## config.mk

```make
export PLATFORM = sky130hd
export DESIGN_NAME = wb_scratch_responder
export DESIGN_NICKNAME = d
export VERILOG_FILES = /design/src/rtl/wb_scratch_pkg.sv /design/src/rtl/wb_scratch_ram.sv /design/src/rtl/wb_scratch_responder.sv
export SDC_FILE = /design/constraint.sdc
export NUM_CORES = 1
export LEC_CHECK = 0
export ABC_AREA = 1
export BUFFER_PORTS_ARGS = -buffer_cell sky130_fd_sc_hd__buf_2
export CAP_MARGIN = 5
export CORE_ASPECT_RATIO = 0.9
export CORE_UTILIZATION = 50
export DETAILED_ROUTE_END_ITERATION = 7
export PLACE_DENSITY = 0.73
export SYNTH_ARGS = -nofsm -noshare
export SYNTH_HDL_FRONTEND = slang
export SYNTH_SLANG_ARGS = --single-unit
```

## constraint.sdc

```tcl
create_clock -name clk -period 3.9 [get_ports clk]
set_clock_uncertainty 0.2 [all_clocks]
set_input_delay 0.195 -clock clk [delete_from_list [all_inputs] [get_ports clk]]
set_output_delay 0.195 -clock clk [all_outputs]
set_load 0.1 [all_outputs]
```

## src/rtl/wb_scratch_pkg.sv

```systemverilog
// Shared constants for the Wishbone scratch responder: register map, field
// positions, ID word and the acknowledge FSM states.
package wb_scratch_pkg;

   localparam logic [31:0] ADR_CONTROL  = 32'h0000_0000;
   localparam logic [31:0] ADR_STATUS   = 32'h0000_0001;
   localparam logic [31:0] ADR_DOORBELL = 32'h0000_0002;
   localparam logic [31:0] ADR_ID       = 32'h0000_0003;

   localparam int CTRL_INT_EN    = 0;
   localparam int CTRL_DELAY_LSB = 4;
   localparam int STAT_PENDING   = 0;
   localparam int STAT_WRCNT_LSB = 8;

   localparam logic [31:0] ID_VALUE = 32'hC0C0_7B01;

   typedef enum logic [1:0] {
      IDLE,
      WAIT,
      ACK
   } wb_state_e;

endpackage

```

## src/rtl/wb_scratch_ram.sv

```systemverilog
// Byte-enabled scratch memory: synchronous write, asynchronous read.
// Contents are deliberately not reset.
module wb_scratch_ram #(
   parameter int DEPTH = 16,
   parameter int AW    = 4
) (
   input  logic          clk,
   input  logic          we,
   input  logic [3:0]    sel,
   input  logic [AW-1:0] addr,
   input  logic [31:0]   wdata,
   output logic [31:0]   rdata
);

   logic [31:0] mem [DEPTH];

   always_ff @(posedge clk) begin
      if (we) begin
         for (int b = 0; b < 4; b++) begin
            if (sel[b]) mem[addr][8*b +: 8] <= wdata[8*b +: 8];
         end
      end
   end

   assign rdata = mem[addr];

endmodule

```

## src/rtl/wb_scratch_responder.sv

```systemverilog
// Wishbone slave with control/status registers, scratch RAM, programmable
// acknowledge delay and a doorbell interrupt.
module wb_scratch_responder
   import wb_scratch_pkg::*;
#(
   parameter int          MEM_DEPTH = 16,
   parameter logic [31:0] MEM_BASE  = 32'h10
) (
   input  logic        clk,
   input  logic        rst,
   input  logic        i_wbs_we,
   input  logic [3:0]  i_wbs_sel,
   input  logic        i_wbs_cyc,
   input  logic        i_wbs_stb,
   input  logic [31:0] i_wbs_adr,
   input  logic [31:0] i_wbs_dat,
   output logic        o_wbs_ack,
   output logic [31:0] o_wbs_dat,
   output logic        o_wbs_int
);

   localparam int AW = (MEM_DEPTH > 1) ? $clog2(MEM_DEPTH) : 1;

   // Asserts asynchronously, releases two edges after rst rises.
   logic [1:0] rst_ff;
   logic       rst_n_sync;

   always_ff @(posedge clk or negedge rst) begin
      if (!rst) rst_ff <= 2'b00;
      else      rst_ff <= {rst_ff[0], 1'b1};
   end
   assign rst_n_sync = rst_ff[1];

   wb_state_e   state, state_d;
   logic [3:0]  cnt, cnt_d;
   logic        latch;
   logic [31:0] lat_adr, lat_dat;
   logic        lat_we;
   logic [3:0]  lat_sel;
   logic        int_en, pending, irq, ack;
   logic [3:0]  ack_delay;
   logic [7:0]  wr_count;
   logic [31:0] rdat;

   // In IDLE the request is still on the bus; afterwards use the latched copy.
   logic [31:0] cur_adr, cur_dat, mem_off;
   logic        cur_we;
   logic [3:0]  cur_sel;

   assign cur_adr = (state == IDLE) ? i_wbs_adr : lat_adr;
   assign cur_dat = (state == IDLE) ? i_wbs_dat : lat_dat;
   assign cur_we  = (state == IDLE) ? i_wbs_we  : lat_we;
   assign cur_sel = (state == IDLE) ? i_wbs_sel : lat_sel;
   assign mem_off = cur_adr - MEM_BASE;

   logic in_mem, commit, wr_commit;
   assign in_mem = (cur_adr >= MEM_BASE) && (mem_off < MEM_DEPTH);

   always_comb begin
      state_d = state;
      cnt_d   = cnt;
      latch   = 1'b0;
      case (state)
         IDLE: begin
            if (i_wbs_cyc && i_wbs_stb) begin
               latch = 1'b1;
               if (ack_delay == 4'd0) begin
                  state_d = ACK;
               end else begin
                  cnt_d   = ack_delay;
                  state_d = WAIT;
               end
            end
         end
         WAIT: begin
            if (!(i_wbs_cyc && i_wbs_stb)) state_d = IDLE;
            else if (cnt == 4'd1)           state_d = ACK;
            else                            cnt_d   = cnt - 4'd1;
         end
         ACK: begin
            if (!i_wbs_stb) state_d = IDLE;
         end
         default: state_d = IDLE;
      endcase
   end

   // Side effects happen only on the transition into ACK.
   assign commit    = (state_d == ACK) && (state != ACK);
   assign wr_commit = commit && cur_we;

   logic [31:0] ram_rdata, rd_mux;

   wb_scratch_ram #(.DEPTH(MEM_DEPTH), .AW(AW)) u_ram (
      .clk   (clk),
      .we    (wr_commit && in_mem),
      .sel   (cur_sel),
      .addr  (mem_off[AW-1:0]),
      .wdata (cur_dat),
      .rdata (ram_rdata)
   );

   always_comb begin
      rd_mux = '0;
      case (cur_adr)
         ADR_CONTROL: begin
            rd_mux[CTRL_INT_EN]         = int_en;
            rd_mux[CTRL_DELAY_LSB +: 4] = ack_delay;
         end
         ADR_STATUS: begin
            rd_mux[STAT_PENDING]        = pending;
            rd_mux[STAT_WRCNT_LSB +: 8] = wr_count;
         end
         ADR_ID:  rd_mux = ID_VALUE;
         default: if (in_mem) rd_mux = ram_rdata;
      endcase
   end

   always_ff @(posedge clk or negedge rst_n_sync) begin
      if (!rst_n_sync) begin
         state   <= IDLE;
         cnt     <= '0;
         lat_adr <= '0;
         lat_dat <= '0;
         lat_we  <= 1'b0;
         lat_sel <= '0;
         ack     <= 1'b0;
         rdat    <= '0;
      end else begin
         state <= state_d;
         cnt   <= cnt_d;
         if (latch) begin
            lat_adr <= i_wbs_adr;
            lat_dat <= i_wbs_dat;
            lat_we  <= i_wbs_we;
            lat_sel <= i_wbs_sel;
         end
         ack <= (state_d == ACK);
         if (commit)                rdat <= cur_we ? '0 : rd_mux;
         else if (state_d != ACK)   rdat <= '0;
      end
   end

   // Register fields take byte lane 0 into account; DOORBELL reacts to any write.
   always_ff @(posedge clk or negedge rst_n_sync) begin
      if (!rst_n_sync) begin
         int_en    <= 1'b0;
         ack_delay <= '0;
         pending   <= 1'b0;
         wr_count  <= '0;
         irq       <= 1'b0;
      end else begin
         if (wr_commit) begin
            wr_count <= wr_count + 8'd1;
            case (cur_adr)
               ADR_CONTROL: if (cur_sel[0]) begin
                  int_en    <= cur_dat[CTRL_INT_EN];
                  ack_delay <= cur_dat[CTRL_DELAY_LSB +: 4];
               end
               ADR_STATUS:   if (cur_sel[0] && cur_dat[STAT_PENDING]) pending <= 1'b0;
               ADR_DOORBELL: pending <= 1'b1;
               default: ;
            endcase
         end
         irq <= pending & int_en;
      end
   end

   assign o_wbs_ack = ack;
   assign o_wbs_dat = rdat;
   assign o_wbs_int = irq;

endmodule

```

# Word-level counts from Yosys, hierarchy flattened
# Memory sizes are Yosys's and may differ from the RTL's.
# Cells that the tools add are included.
# word_totals
register_bits	125
latchBits	0
ramBits	512
mem_bits_ro	0
in_bits	73
out_inout_bits	34
word_cells	93
memories	1
# mem_list
memory	depth	word_bits	rd	rd_ports_with_merged_regs	wr	line_no	source
u_ram.mem	16	32	1	0	1	wb_scratch_ram.sv:15	logic [31:0] mem [DEPTH];
# op_classes
add_sub_neg	3
multipliers	0
n_div	0
order_cmp	2
n_eq_ne	14
shifts	0
mux	40
n_bitwise	1
reduce_logical	18
# op_table
op	n
32-bit two-way mux	6
32-bit by 2-bit == test with 1-bit output (second input constant)	2
32-bit by 1-bit == test with 1-bit output (second input constant)	1
32-bit by 5-bit >= comparator with 1-bit output (second input constant)	1
32-bit zero test	1
32-bit by 5-bit < comparator with 1-bit output (second input constant)	1
16-bit one-hot mux with 2 select lines	1
32-bit by 5-bit subtractor with 32-bit output (second input constant)	1
8-bit one-hot mux with 3 select lines	1
4-bit two-way mux	5
1-bit two-way mux	16
4-bit one-hot mux with 2 select lines	2
2-bit != test (second input constant)	6
2-bit two-way mux	5
8-bit by 1-bit adder with 8-bit output (second input constant)	1
1-bit logical AND	6
2-bit one-hot mux with 3 select lines	1
3-bit AND reduction	2
2-bit nonzero test	3
5-bit AND reduction	1
2-bit == test (second input constant)	2
4-bit by 1-bit == test with 1-bit output (second input constant)	1
4-bit zero test	1
2-bit OR reduction	2
9 further kinds	9

# Logic depth before layout (Yosys ltp)
# logic_depth
depth_word	10
depth_mapped	21

# Cells and area by module
# Synthesis repeated with hierarchy kept, for this count alone.
# unflattened
cells_unflattened	3257
area_unflattened_um2	29338.1
# by_module_without_submodules
module	n_inst	cells_per_inst	area_per_inst_um2	seq_area_each_um2
wb_scratch_ram	1	2152	21759.6	15374.7
wb_scratch_responder	1	1105	7578.5	3128.0

# Worst setup path before layout
# No wires, ideal clock.
# synth_timing
kind	reg-to-reg
start	register state[1]
end	memory u_ram.mem[10][24], enable pin
setup_time_ns	0.370
arrival_time_ns	2.663
slack_ns	0.667
stages_incl_launch_ff	19
path_cell_list	dfrtp_1 nor2_4 buf_6 nand2_1 o21ai_2 nand2_2 nor2_2 nand2_2 nor2_4 nand2_1 nand2_1 nand3_1 nor2_1 nand3_2 buf_6 nor2_8 nand2_4 buf_6 nor2_1
# synth_between
elab_chain_cells	9
# synth_rtl
item	line_no	source
from (decl)	wb_scratch_responder.sv:34	wb_state_e state, state_d;
from (signal assigned)	wb_scratch_responder.sv:129	state <= state_d;
parallel branches: the longest is 9 deep, another holds 32-bit by 5-bit subtractor with 32-bit output	--	
to (decl)	wb_scratch_ram.sv:15	
# Several ways; the timed one is not identified.

# Final worst setup path
# layout_timing
start	register state[1]
end	memory u_ram.mem[11][21], enable pin
# The elaborated chain is that of the path after synthesis.

==> impl_metrics.toml <==
[timing]
rsz0062_at_grt = "true"
finalHoldViolCount = 0
finalMaxSlewViolations = 0
timing.hold.ws_ns = 0.04495
slew_headroom = 0.3466
setup_violations = 0
tightest_slew_ns = 0.9802
finalCritPeriodShare = 0.9325
period_needed_ns = 3.637
fmax_mhz = 275.0

[setup_path]
start_kind = "register"
rr_endpoint = "u_ram.mem[11][21]$_DFFE_PP_"
crit_path_max_fanout = 62
cp-end-kind = "register"
cp_data_arrival_time_ns = 3.77
worstPathRequired_ns = 4.03
startpoint = "state[1]$_DFF_PN0_"
r2r_setup_slack_ns = 0.26
reg2reg_from = "state[1]$_DFF_PN0_"
rr_worst_depth = 17
critPathKind = "register to register"
endpoint = "u_ram.mem[11][21]$_DFFE_PP_"

[clock_tree]
numCtsBuffers = 59
cts_tree = "done"
post_cts.repair.setup_buffers = 0
cts_root_buf = "clkbuf_16"
ctsLongestPathBuffers = 3
clock_sinks = 637
clk_pin_slew_worst_paths_ns = 0.07
clock_latency_ns = 0.63
cts_max_level = 2

[hold_path]
hp-class = "register to asynchronous set/reset pin"

[status]
status = "finished, final reports clean"

[grt]
grt_pass1_wl_um = 114600
grt_pass1_vias = 19400
grt_remaining_overflow = 0
track_usage = 0.2790
grt_max_degree = 100
grt_antenna_before_repair = 0

[cells_and_area]
final_cell_mix = "edfxtp_1, nand2_1, nor2_1"
fin_util = 0.6052
drive_above_1_share = 0.1558
final_common_cell = "edfxtp_1"
nets = 2709
area_growth_pct = 18.42

[die]
ios = 107
die_h_um = 220.9
die_w_um = 245.2
rows = 79
initial_core_util = 0.5110
coreArea_sq_mm = 0.05209
die_area_sq_mm = 0.05417

[routing]
drt_first_pass_iters = 5
wl_um = 76010
drc = 0
wl_per_cell_um = 22.54
viasPerCell = 5.877
vias = 19820
ant_nets = 0
dr.first_iter.drc_count = 2473

[pwr]
p_leak_nw = 12.56
p_per_area_mw_per_mm2 = 488.2
ir_worst_vdd_mv = 0.4444

[placed_design]
hpwl_um = 50330
place_congestion = 0.9451
portBuffers = 106

[synth]
netlist.top_cell.by_area = "edfxtp_1"
synth_nets = 2422
synth_seq_cells = 637
synth.area.top_cells = "edfxtp_1, dfrtp_1, nand2_1"
synth-edff-count = 512
syn_inst = 2346
avgSynthCellArea_sq_um = 11.35
async_flop_share = 0.1962
seq_area_frac_synth = 0.6951
yosysUniqueCellTypes = 45
synthFlopType = "edfxtp_1"
synth_top_cell_area_share = 0.5776
synth.cell_area_sq_mm = 0.02662
synth_warnings = 0

[job]
maxCapViolations = 0
[sequential cells by signal, indices dropped and copies added, names as in the netlist]
name	count
ack_delay	4
cnt	4
int_en	1
lat_adr	32
lat_dat	32
lat_sel	4
lat_we	1
o_wbs_ack	1
o_wbs_dat	32
o_wbs_int	1
pending	1
rst_ff	2
state	2
u_ram.mem	512
wr_count	8
[worst max-delay path, cell delays in order, from the launching register on]
cell     delay [ns]
dfrtp_1        0.44
nor2_4         0.15
buf_12         0.24
nand2_1        0.08
o21ai_1        0.18
nand2_1        0.12
nor2_1         0.17
nand2_1        0.12
nor2_1         0.11
nand2_1        0.08
nand2_1        0.09
nand3_1        0.08
nor2_1         0.20
nand3_2        0.18
nor2_8         0.19
nand2_4        0.16
nor2_1         0.29
buf_4          0.24
[worst min-delay path by stage]
stage                               to  cells after the start  slack [ns]                 from
3_3_place_gp       rst_ff[0]$_DFF_PN0_                      1       -0.22                  rst
4_1_cts        lat_dat[16]$_DFFE_PN0P_                      0        0.06  rst_ff[1]$_DFF_PN0_
2_1_floorplan      rst_ff[0]$_DFF_PN0_                      0       -0.30                  rst
6_report       lat_dat[17]$_DFFE_PN0P_                      0        0.04  rst_ff[1]$_DFF_PN0_
3_5_place_dp       rst_ff[1]$_DFF_PN0_                      1       -0.22                  rst
5_1_grt        lat_dat[18]$_DFFE_PN0P_                      0        0.08  rst_ff[1]$_DFF_PN0_
[synth_stat cells (3+ instances only)]
master    count
a21oi_1      11
buf_1        17
buf_2        43
buf_4        11
buf_6         8
clkbuf_1     44
dfrtp_1     125
edfxtp_1    512
ha_1          3
inv_1       147
inv_2         6
nand2_1     465
nand2_2      17
nand2_4       3
nand3_1      65
nand4_1      19
nor2_1      271
nor2_2        8
nor2_4        4
nor3_1      138
o21a_1        7
o21ai_0     162
o21ai_1      11
o221ai_1     12
o22ai_1     121
o31a_1        9
o31ai_1      78
xor2_1        7
[repair_timing]
| action | 4_1_cts | 5_1_grt |
|---|---|---|
| endpoints found under the setup margin | 0 | 234 |
| gates resized for setup | 0 | 7 |
| hold buffers | 74 | 0 |
| endpoints found under the hold margin | 280 | 0 |
[per-layer routing]
layer	track usage	vias up	part of all wire
met2	0.4188	1165	0.45
met5	0	-	0
li1	-	8873	-
met3	0.05894	204	0.10
met1	0.3936	9576	0.41
met4	0.1202	0	0.042
[per-stage QoR]
step	power (mW)	instances	TNS [ns]	cell area, sq um	setup slack [ns]
floorplan	8.882	2346	0	26620	0.6670
global placement	9.624	3186	0	28850	0.3079
detailed placement	9.667	3186	0	28850	0.3030
CTS	15.38	3371	0	31490	0.2807
global route	15.82	3371	-1.336	31520	-0.05523
finish	15.39	3372	0	31520	0.2632
[cell type report]
type                    instances  area [sq um]
clock buffers                  74          1574
clock inverters                37         332.8
multi-input cells            1431          6988
fillers                      3988         20570
diodes                          1         2.502
well taps                     688         860.8
repair buffers                349          2678
inverters                     155         581.8
flip-flops and latches        637         18510
[cell families (layout without fill, tap and decap cells)]
logic type / after synthesis / count (layout) / share of synthesized area
buffers and inverters: 278 / 615 / 0.04503
other: 1 / 2 / 0.0001409
AOI/OAI and AO/OA: 418 / 418 / 0.09631
muxes: 1 / 1 / 0.0004230
DFF: 637 / 637 / 0.6951
xor gates and xnor gates: 8 / 8 / 0.002632
adders and majority gates: 3 / 3 / 0.001410
and+or+nand+nor: 1000 / 1000 / 0.1590
[power breakdown]
group	switching, mW	internal (mW)
Combinational	1.39	0.579
Sequential	0.0810	7.60
Clock	2.55	3.19
Power figures use the tool's default switching activity.
